File: config.mk
export PLATFORM = sky130hd
export DESIGN_NAME = fifo_param
export DESIGN_NICKNAME = d
export VERILOG_FILES = /design/src/rtl/fifo_param.sv
export SDC_FILE = /design/constraint.sdc
export NUM_CORES = 1
export LEC_CHECK = 0
export CORE_UTILIZATION = 55
export DETAILED_ROUTE_END_ITERATION = 7
export PLACE_DENSITY = 0.72
export SYNTH_ARGS = -nofsm -noshare
export SYNTH_HDL_FRONTEND = slang
export SYNTH_SLANG_ARGS = --single-unit
File: constraint.sdc
create_clock -name clock -period 3.2 [get_ports clock]
set_input_delay 0.8 -clock clock [delete_from_list [all_inputs] [get_ports clock]]
set_output_delay 0.8 -clock clock [all_outputs]
set_load 0.01 [all_outputs]
File: src/rtl/fifo_param.sv
// Synchronous single-clock FIFO. It has a registered read port, occupancy count, threshold flags
// and sticky overflow/underflow error flags.
module fifo_param #(
    parameter int unsigned WIDTH    = 8,
    parameter int unsigned DEPTH    = 32,
    parameter int unsigned AF_LEVEL = DEPTH - 4,
    parameter int unsigned AE_LEVEL = 4,
    localparam int unsigned AW      = $clog2(DEPTH),
    localparam int unsigned CW      = AW + 1
) (
    input  logic             clock,
    input  logic             reset_n,
    input  logic             clear,
    input  logic             wr,
    input  logic [WIDTH-1:0] data_in,
    input  logic             rd,
    output logic [WIDTH-1:0] data_out,
    output logic             full,
    output logic             empty,
    output logic             almost_full,
    output logic             almost_empty,
    output logic [CW-1:0]    count,
    output logic             overflow,
    output logic             underflow
);

    logic [WIDTH-1:0] mem [DEPTH];
    logic [AW-1:0]    wr_ptr;
    logic [AW-1:0]    rd_ptr;
    logic             wr_acc;
    logic             rd_acc;

    // Flags decode only the registered count, so no request input reaches them.
    assign full         = (count == CW'(DEPTH));
    assign empty        = (count == '0);
    assign almost_full  = (count >= CW'(AF_LEVEL));
    assign almost_empty = (count <= CW'(AE_LEVEL));

    // When full, a write is allowed if a read frees the slot on the same edge.
    assign wr_acc = wr & (~full | rd);
    assign rd_acc = rd & ~empty;

    // Storage is never reset. The pointers alone define which entries are valid.
    always_ff @(posedge clock) begin
        if (reset_n && !clear && wr_acc) begin
            mem[wr_ptr] <= data_in;
        end
    end

    always_ff @(posedge clock or negedge reset_n) begin
        if (!reset_n) begin
            wr_ptr    <= '0;
            rd_ptr    <= '0;
            count     <= '0;
            data_out  <= '0;
            overflow  <= 1'b0;
            underflow <= 1'b0;
        end else if (clear) begin
            wr_ptr    <= '0;
            rd_ptr    <= '0;
            count     <= '0;
            overflow  <= 1'b0;
            underflow <= 1'b0;
        end else begin
            if (wr_acc) begin
                wr_ptr <= wr_ptr + AW'(1);
            end
            if (rd_acc) begin
                rd_ptr   <= rd_ptr + AW'(1);
                data_out <= mem[rd_ptr];
            end
            count <= count + CW'(wr_acc) - CW'(rd_acc);
            if (wr && full && !rd) begin
                overflow <= 1'b1;
            end
            if (rd && empty) begin
                underflow <= 1'b1;
            end
        end
    end

endmodule

==> results_dict.tcl, run 1 <==
set metrics [dict create \
    drt_pass1_iterations 5 \
    drt_iter0_drc 684 \
    crit_arrival_ps 2300 \
    core_sq_mm 0.0203 \
    syn_area_per_cell_sq_um 17.9 \
    chipHeight_um 146 \
    cts_max_level 1 \
    design.die.area_sq_mm 0.0214 \
    yosys.area.top_type_share_pct 67.1 \
    clock-root-buffer "clkbuf_16" \
    netlist-cell-type-count 52 \
    antenna_cells 0 \
    die_width_um 146 \
    synthesis.area_sq_mm 0.0115 \
    synth-warning-count 0 \
    synth_cells 640 \
    hpwl_um 16000 \
    grt_max_degree 46 \
    instances_no_fill 1016 \
    multiInputGateArea_sq_mm 0.00287 \
    cp.required_ps 2400 \
    final.fill_count 1442 \
    hold_class "register to register" \
    nets 759 \
    grt_usage_pct 23.5 \
    ys_top_cells_by_area "edfxtp_1, mux4_2, dfrtp_1, mux2i_1, nor2_1" \
    antenna_found_initial 0 \
    antenna_left 0 \
    critical_path_class "register to output pin" \
    grt.overflow.total 0 \
    fp-row-count 52 \
    seq_area_frac_synth_pct 72.8 \
    cts_tree "built" \
    grt_pass1_vias 6244 \
    crit_path_max_incr_delay_ps 540 \
    clk_latency_ps 530 \
    cts.sinks 282 \
    drt_wl_total_um 24300 \
    ff_latch_area_sq_mm 0.00834 \
    ys_seq_elements 282 \
    fin_skew_ps 16.8 \
    cp_max_fo 5 \
    startpoint_type "register" \
    fin_crit_sh_pct 96.8 \
    avgViaCountPerCell 5.98 \
    worst_path_max_delay_cell "clkdlybuf4s50_1" \
    remaining_drc_errors 0 \
    critPathBufInv 3 \
    setup_viol 0 \
    final.min_clock_period_ps 3100 \
    maxCapViolations 0 \
    vias 6078 \
    p_leak_nw 4.37 \
    holdBufCountCts 0 \
    drive_gt1_share_pct 18.8 \
    place_inst 969 \
    finalHoldViolations 0 \
    peakVddDrop_mv 0.477 \
    outcome "complete, no violations" \
    crit_chain "inv_1, ha_1, nor4bb_4, buf_4, clkdlybuf4s50_1" \
    maxSlewViolCount 0 \
    relSlewSlack_pct 42.3 \
    fin_tns_setup_ps 0 \
    start_util_pct 56.5 \
    cts_buffers 27 \
    clock_path_buffers 3 \
    synth_area_leader_cell "edfxtp_1" \
    fmax_mhz 323 \
    syn2layout_area_growth_pct 14.8 \
    crit_family "buffers and inverters" \
    wl_per_cell_um 23.9 \
    grt_pass1_wl_um 37300 \
    end_kind "output pin" \
    place_congestion 0.877 \
    power_per_cell_area_mw_per_mm2 694 \
    clkTransAtPathRegs_ps 60 \
    synth_nets 671 \
    worst_pin_slew_ps 866 \
    rsz0062_at_grt "no" \
    io_pins 33 \
    port_buffers 32 \
]
-- cell usage in the layout, fill, tap and decap left out, drive strengths merged, types with 2 or more instances in the layout --
master / instances
a211oi: 7
a21oi: 6
a311oi: 7
buf: 56
clkbuf: 40
clkdlybuf4s50: 32
clkinv: 5
dfrtp: 26
edfxtp: 256
ha: 17
inv: 13
mux2: 2
mux2i: 57
mux4: 39
nand2: 24
nand2b: 2
nand3: 3
nand3b: 5
nand4: 4
nor2: 67
nor2b: 10
nor3: 2
nor3b: 2
nor4: 9
o21ai: 3
o22ai: 22
or3b: 3
or4: 3
xnor2: 4
xor2: 7
-- per-stage QoR --
step	area, sq um	util (%)	power (W)	hold WS, ps	setup WS [ps]
after global routing	13200	64.8	0.00948	539	1.84
after CTS	13100	64.7	0.00917	514	17.8
after global placement	12300	60.7	0.00616	480	135
final	13200	64.8	0.00913	503	103
after floorplan	11500	-	0.00560	504	471
after detailed placement	12300	60.7	0.00623	501	68.7
-- cell families (layout without fill, tap and decap cells) --
family,Yosys count,in the layout,synth area share [%]
AND/OR/NAND/NOR,137,137,5.97
buffers and inverters,41,147,2.35
adder cells (fa/ha/maj),18,18,2.03
XOR/XNOR,11,11,0.841
AO/OA/AOI/OAI,53,53,3.14
multiplexers,98,98,12.9
flip-flops,282,282,72.8
-- registers in the layout, indices dropped and copies added (netlist names) --
name,cells
overflow,1
count,6
mem,256
underflow,1
data_out,8
rd_ptr,5
wr_ptr,5
-- final timing paths --
path                                  startpoint                     to  slack (ps)  cells after the start
min                        underflow$_DFFE_PN0P_  underflow$_DFFE_PN0P_         500                      2
max in group asynchronous                reset_n  rd_ptr[0]$_DFFE_PN0P_        2230                      2
min reg2reg                underflow$_DFFE_PN0P_  underflow$_DFFE_PN0P_         500                      2
max                           count[2]$_DFF_PN0_                  empty         100                      5
min in group asynchronous                reset_n  underflow$_DFFE_PN0P_         680                      2
max reg2reg                   count[2]$_DFF_PN0_     count[4]$_DFF_PN0_         480                     13
-- layer usage --
| metal | up-vias | share of wire, % | track usage [%] |
|---|---|---|---|
| met5 | - | 0 | 0 |
| met4 | 0 | 1.9 | 5.16 |
| met3 | 43 | 6.2 | 4.00 |
| met2 | 215 | 51 | 39.8 |
| met1 | 3125 | 41 | 32.3 |
| li1 | 2695 | - | - |
-- synthesized netlist by cell type, drive strengths merged --
library cell  number
o32ai              1
a211o              1
o21a               1
nor3               2
o21ai              3
a21o               1
a31oi              1
o211ai             1
o21bai             1
nor2              67
nor4bb             1
fa                 1
o22ai             22
nand3              3
nor2b             10
bufbuf             1
mux2               2
nand4bb            1
mux4              39
buf               24
xor2               7
or3                1
mux2i             57
a32o               1
or3b               3
dfrtp             26
nand2b             2
a311oi             7
or4                3
a21oi              6
a211oi             7
nor4               9
edfxtp           256
inv               12
xnor2              4
nand4              4
nand2             24
clkbuf             4
ha                17
nor3b              2
nand3b             5
-- tightest hold or removal path, stage by stage (launching register included) --
cell and delay [ps]:
dfrtp_1 340, a21oi_1 50, nor2_1 70
-- final cells by class --
type                            instances  area share, %
Clock buffer                           40           5.74
Clock inverter                          7          0.457
Inverter                               12          0.342
Multi-Input combinational cell        317           21.8
Sequential cell                       282           63.4
Tap cell                              270           2.57
Timing Repair Buffer                   88           5.63
-- report_power, final --
part	total [W]	internal [W]	switching (W)	leakage [nW]
registers	0.00437	0.00413	0.000245	2.63
clock network	0.00295	0.00170	0.00125	0.397
logic	0.00181	0.000953	0.000855	1.35
total	0.00913	0.00678	0.00235	4.37
-- what timing repair did --
action,CTS,global route
endpoints found under the setup margin,1,1
resized for setup,1,2
setup buffers,0,0
(Power assumes the default switching activity.)
==> run 2, diff against run 1 <==
--- a/config.mk
+++ b/config.mk
@@ -5,8 +5,10 @@
 export SDC_FILE = /design/constraint.sdc
 export NUM_CORES = 1
 export LEC_CHECK = 0
+export ABC_CLOCK_PERIOD_IN_PS = 3200
 export CORE_UTILIZATION = 55
 export DETAILED_ROUTE_END_ITERATION = 7
+export GPL_TIMING_DRIVEN = 0
 export PLACE_DENSITY = 0.72
 export SYNTH_ARGS = -nofsm -noshare
 export SYNTH_HDL_FRONTEND = slang
==> results_dict.tcl, run 2 (synthesis results as in run 1) <==
set metrics [dict create \
    clock_path_buffers 3 \
    cp.required_ps 2400 \
    fin_skew_ps 8.36 \
    start_util_pct 56.5 \
    fp-row-count 52 \
    fmax_mhz 323 \
    antenna_cells 0 \
    seqPwrFrac_pct 45.2 \
    power_per_cell_area_mw_per_mm2 719 \
    drt_pass1_iterations 5 \
    grt_use_met2_pct 37.4 \
    grt_usage_pct 23.1 \
    p_leak_nw 4.27 \
    grtUsageMet3_pct 2.88 \
    grt.overflow.total 0 \
    avgViaCountPerCell 6.00 \
    final.min_clock_period_ps 3100 \
    vias 5976 \
    finalHoldViolations 0 \
    drt_wl_total_um 23800 \
    clk_latency_ps 540 \
    clockPowerShare_pct 33.3 \
    nets 735 \
    critical_path_class "register to output pin" \
    grt_pass1_vias 6093 \
    clkTransAtPathRegs_ps 60 \
    cts_max_level 1 \
    pwr-share-comb_pct 21.6 \
    cts_buffers 28 \
    fin_crit_sh_pct 96.8 \
    cp_max_fo 6 \
    peakVddDrop_mv 0.571 \
    worst_pin_slew_ps 1300 \
    fin_area_sq_mm 0.0130 \
    wl_per_cell_um 23.9 \
    grt_pass1_wl_um 36600 \
    chipHeight_um 146 \
    final.fill_count 1424 \
    design.die.area_sq_mm 0.0214 \
    cts.sinks 282 \
    maxCapViolations 0 \
    top_register "mem" \
    die_width_um 146 \
    layout_common_cells "edfxtp_1, nor2_1, mux2i_1" \
    clock-root-buffer "clkbuf_16" \
    swShare_pct 25.8 \
    core_sq_mm 0.0203 \
    place_congestion 0.855 \
    instances_no_fill 996 \
    mostFrequentLayoutCell "edfxtp_1" \
    antenna_left 0 \
    grt_busiest_layer "met2" \
    p_sw_w 0.00242 \
    place_inst 942 \
    hpwl_um 15900 \
    met1_usage_pct 32.9 \
    port_buffers 32 \
    fin_util_pct 64.2 \
    io_pins 33 \
    largest_reg_flops 256 \
    reg_top3 "mem x256, data_out x8, count x6" \
    outcome "complete, no violations" \
    remaining_drc_errors 0 \
    setup_viol 0 \
    cts_tree "built" \
    syn2layout_area_growth_pct 13.7 \
    maxSlewViolCount 0 \
    drt_iter0_drc 563 \
    drive_gt1_share_pct 16.0 \
    startpoint_type "register" \
    hold_class "input pin to asynchronous set/reset pin" \
    grt_max_degree 33 \
    antenna_found_initial 0 \
    holdBufCountCts 0 \
    postPlaceCellArea_sq_mm 0.0121 \
    rsz0062_at_grt "no" \
    relSlewSlack_pct 13.2 \
    end_kind "output pin" \
    crit_arrival_ps 2300 \
    internal-power_w 0.00695 \
]
==> run 2: cell types whose count changed in the layout (fill, tap and decap cells not counted), moves of 2 or more <==
cell,delta
nor2_2,+2
clkbuf_16,+2
clkbuf_8,-3
clkbuf_1,+2
buf_2,+6
clkinv_2,+6
buf_1,+2
buf_4,-45
dfrtp_1,+2
nor2_1,-2
buf_6,+6
==> run 2: path summary, 6_finish.rpt <==
check,slack (ps),to,from,cells past startpoint
max,100,empty,count[4]$_DFF_PN0_,5
min,400,underflow$_DFFE_PN0P_,reset_n,1
max reg2reg,200,mem[2][2]$_DFFE_PP_,count[2]$_DFF_PN0_,8
min reg2reg,510,overflow$_DFFE_PN0P_,overflow$_DFFE_PN0P_,2
max in group asynchronous,2340,data_out[2]$_DFFE_PN0P_,reset_n,1
min in group clock,510,overflow$_DFFE_PN0P_,overflow$_DFFE_PN0P_,2
==> run 2: power groups by stage <==
| stage | logic (W) | clock network, W | registers [W] |
|---|---|---|---|
| 2_1_floorplan | 0.00128 | 0 | 0.00431 |
| 5_1_grt | 0.00217 | 0.00330 | 0.00424 |
| 6_report | 0.00202 | 0.00312 | 0.00423 |
| 3_5_place_dp | 0.00198 | 0 | 0.00431 |
| 4_1_cts | 0.00200 | 0.00315 | 0.00423 |
| 3_3_place_gp | 0.00195 | 0 | 0.00430 |
==> run 2: cell type report <==
class                      instances  area, sq um  share of cell area (%)
buffer                            29          226                    1.74
clock buffer                      37          756                    5.80
clock inverter                    15          128                   0.979
inverter                          12         45.0                   0.346
multi-input combinational        317         2860                    22.0
sequential                       282         8340                    64.0
tap                              270          338                    2.59
timing repair buffer              34          337                    2.58
==> run 2: per-stage QoR <==
step | setup slack, ps | hold WS [ps] | power, W | setup TNS [ps]
global route | 10.1 | 439 | 0.00972 | 0
global placement | -790 | 479 | 0.00625 | -189980
CTS | 48.8 | 415 | 0.00938 | 0
floorplan | 471 | 504 | 0.00560 | 0
detailed placement | -898 | 503 | 0.00629 | -207890
finish | 103 | 400 | 0.00937 | 0
==> run 2: routing by layer <==
metal | wire (um) | part of all wire, %
met1 | 10100 | 42
met2 | 11700 | 49
met3 | 1290 | 5.4
met4 | 756 | 3.2
met5 | 0 | 0
==> run 2: repair_timing <==
item / CTS / global route
endpoints found under the setup margin: 256 / 16
gates resized for setup: 3 / 3
buffers inserted: 0 / 2
==> run 2: critical path, stage by stage (launching register included) <==
cell	delay [ps]
dfrtp_1	400
inv_1	140
ha_1	240
nor4bb_1	250
buf_4	200
clkdlybuf4s50_1	540
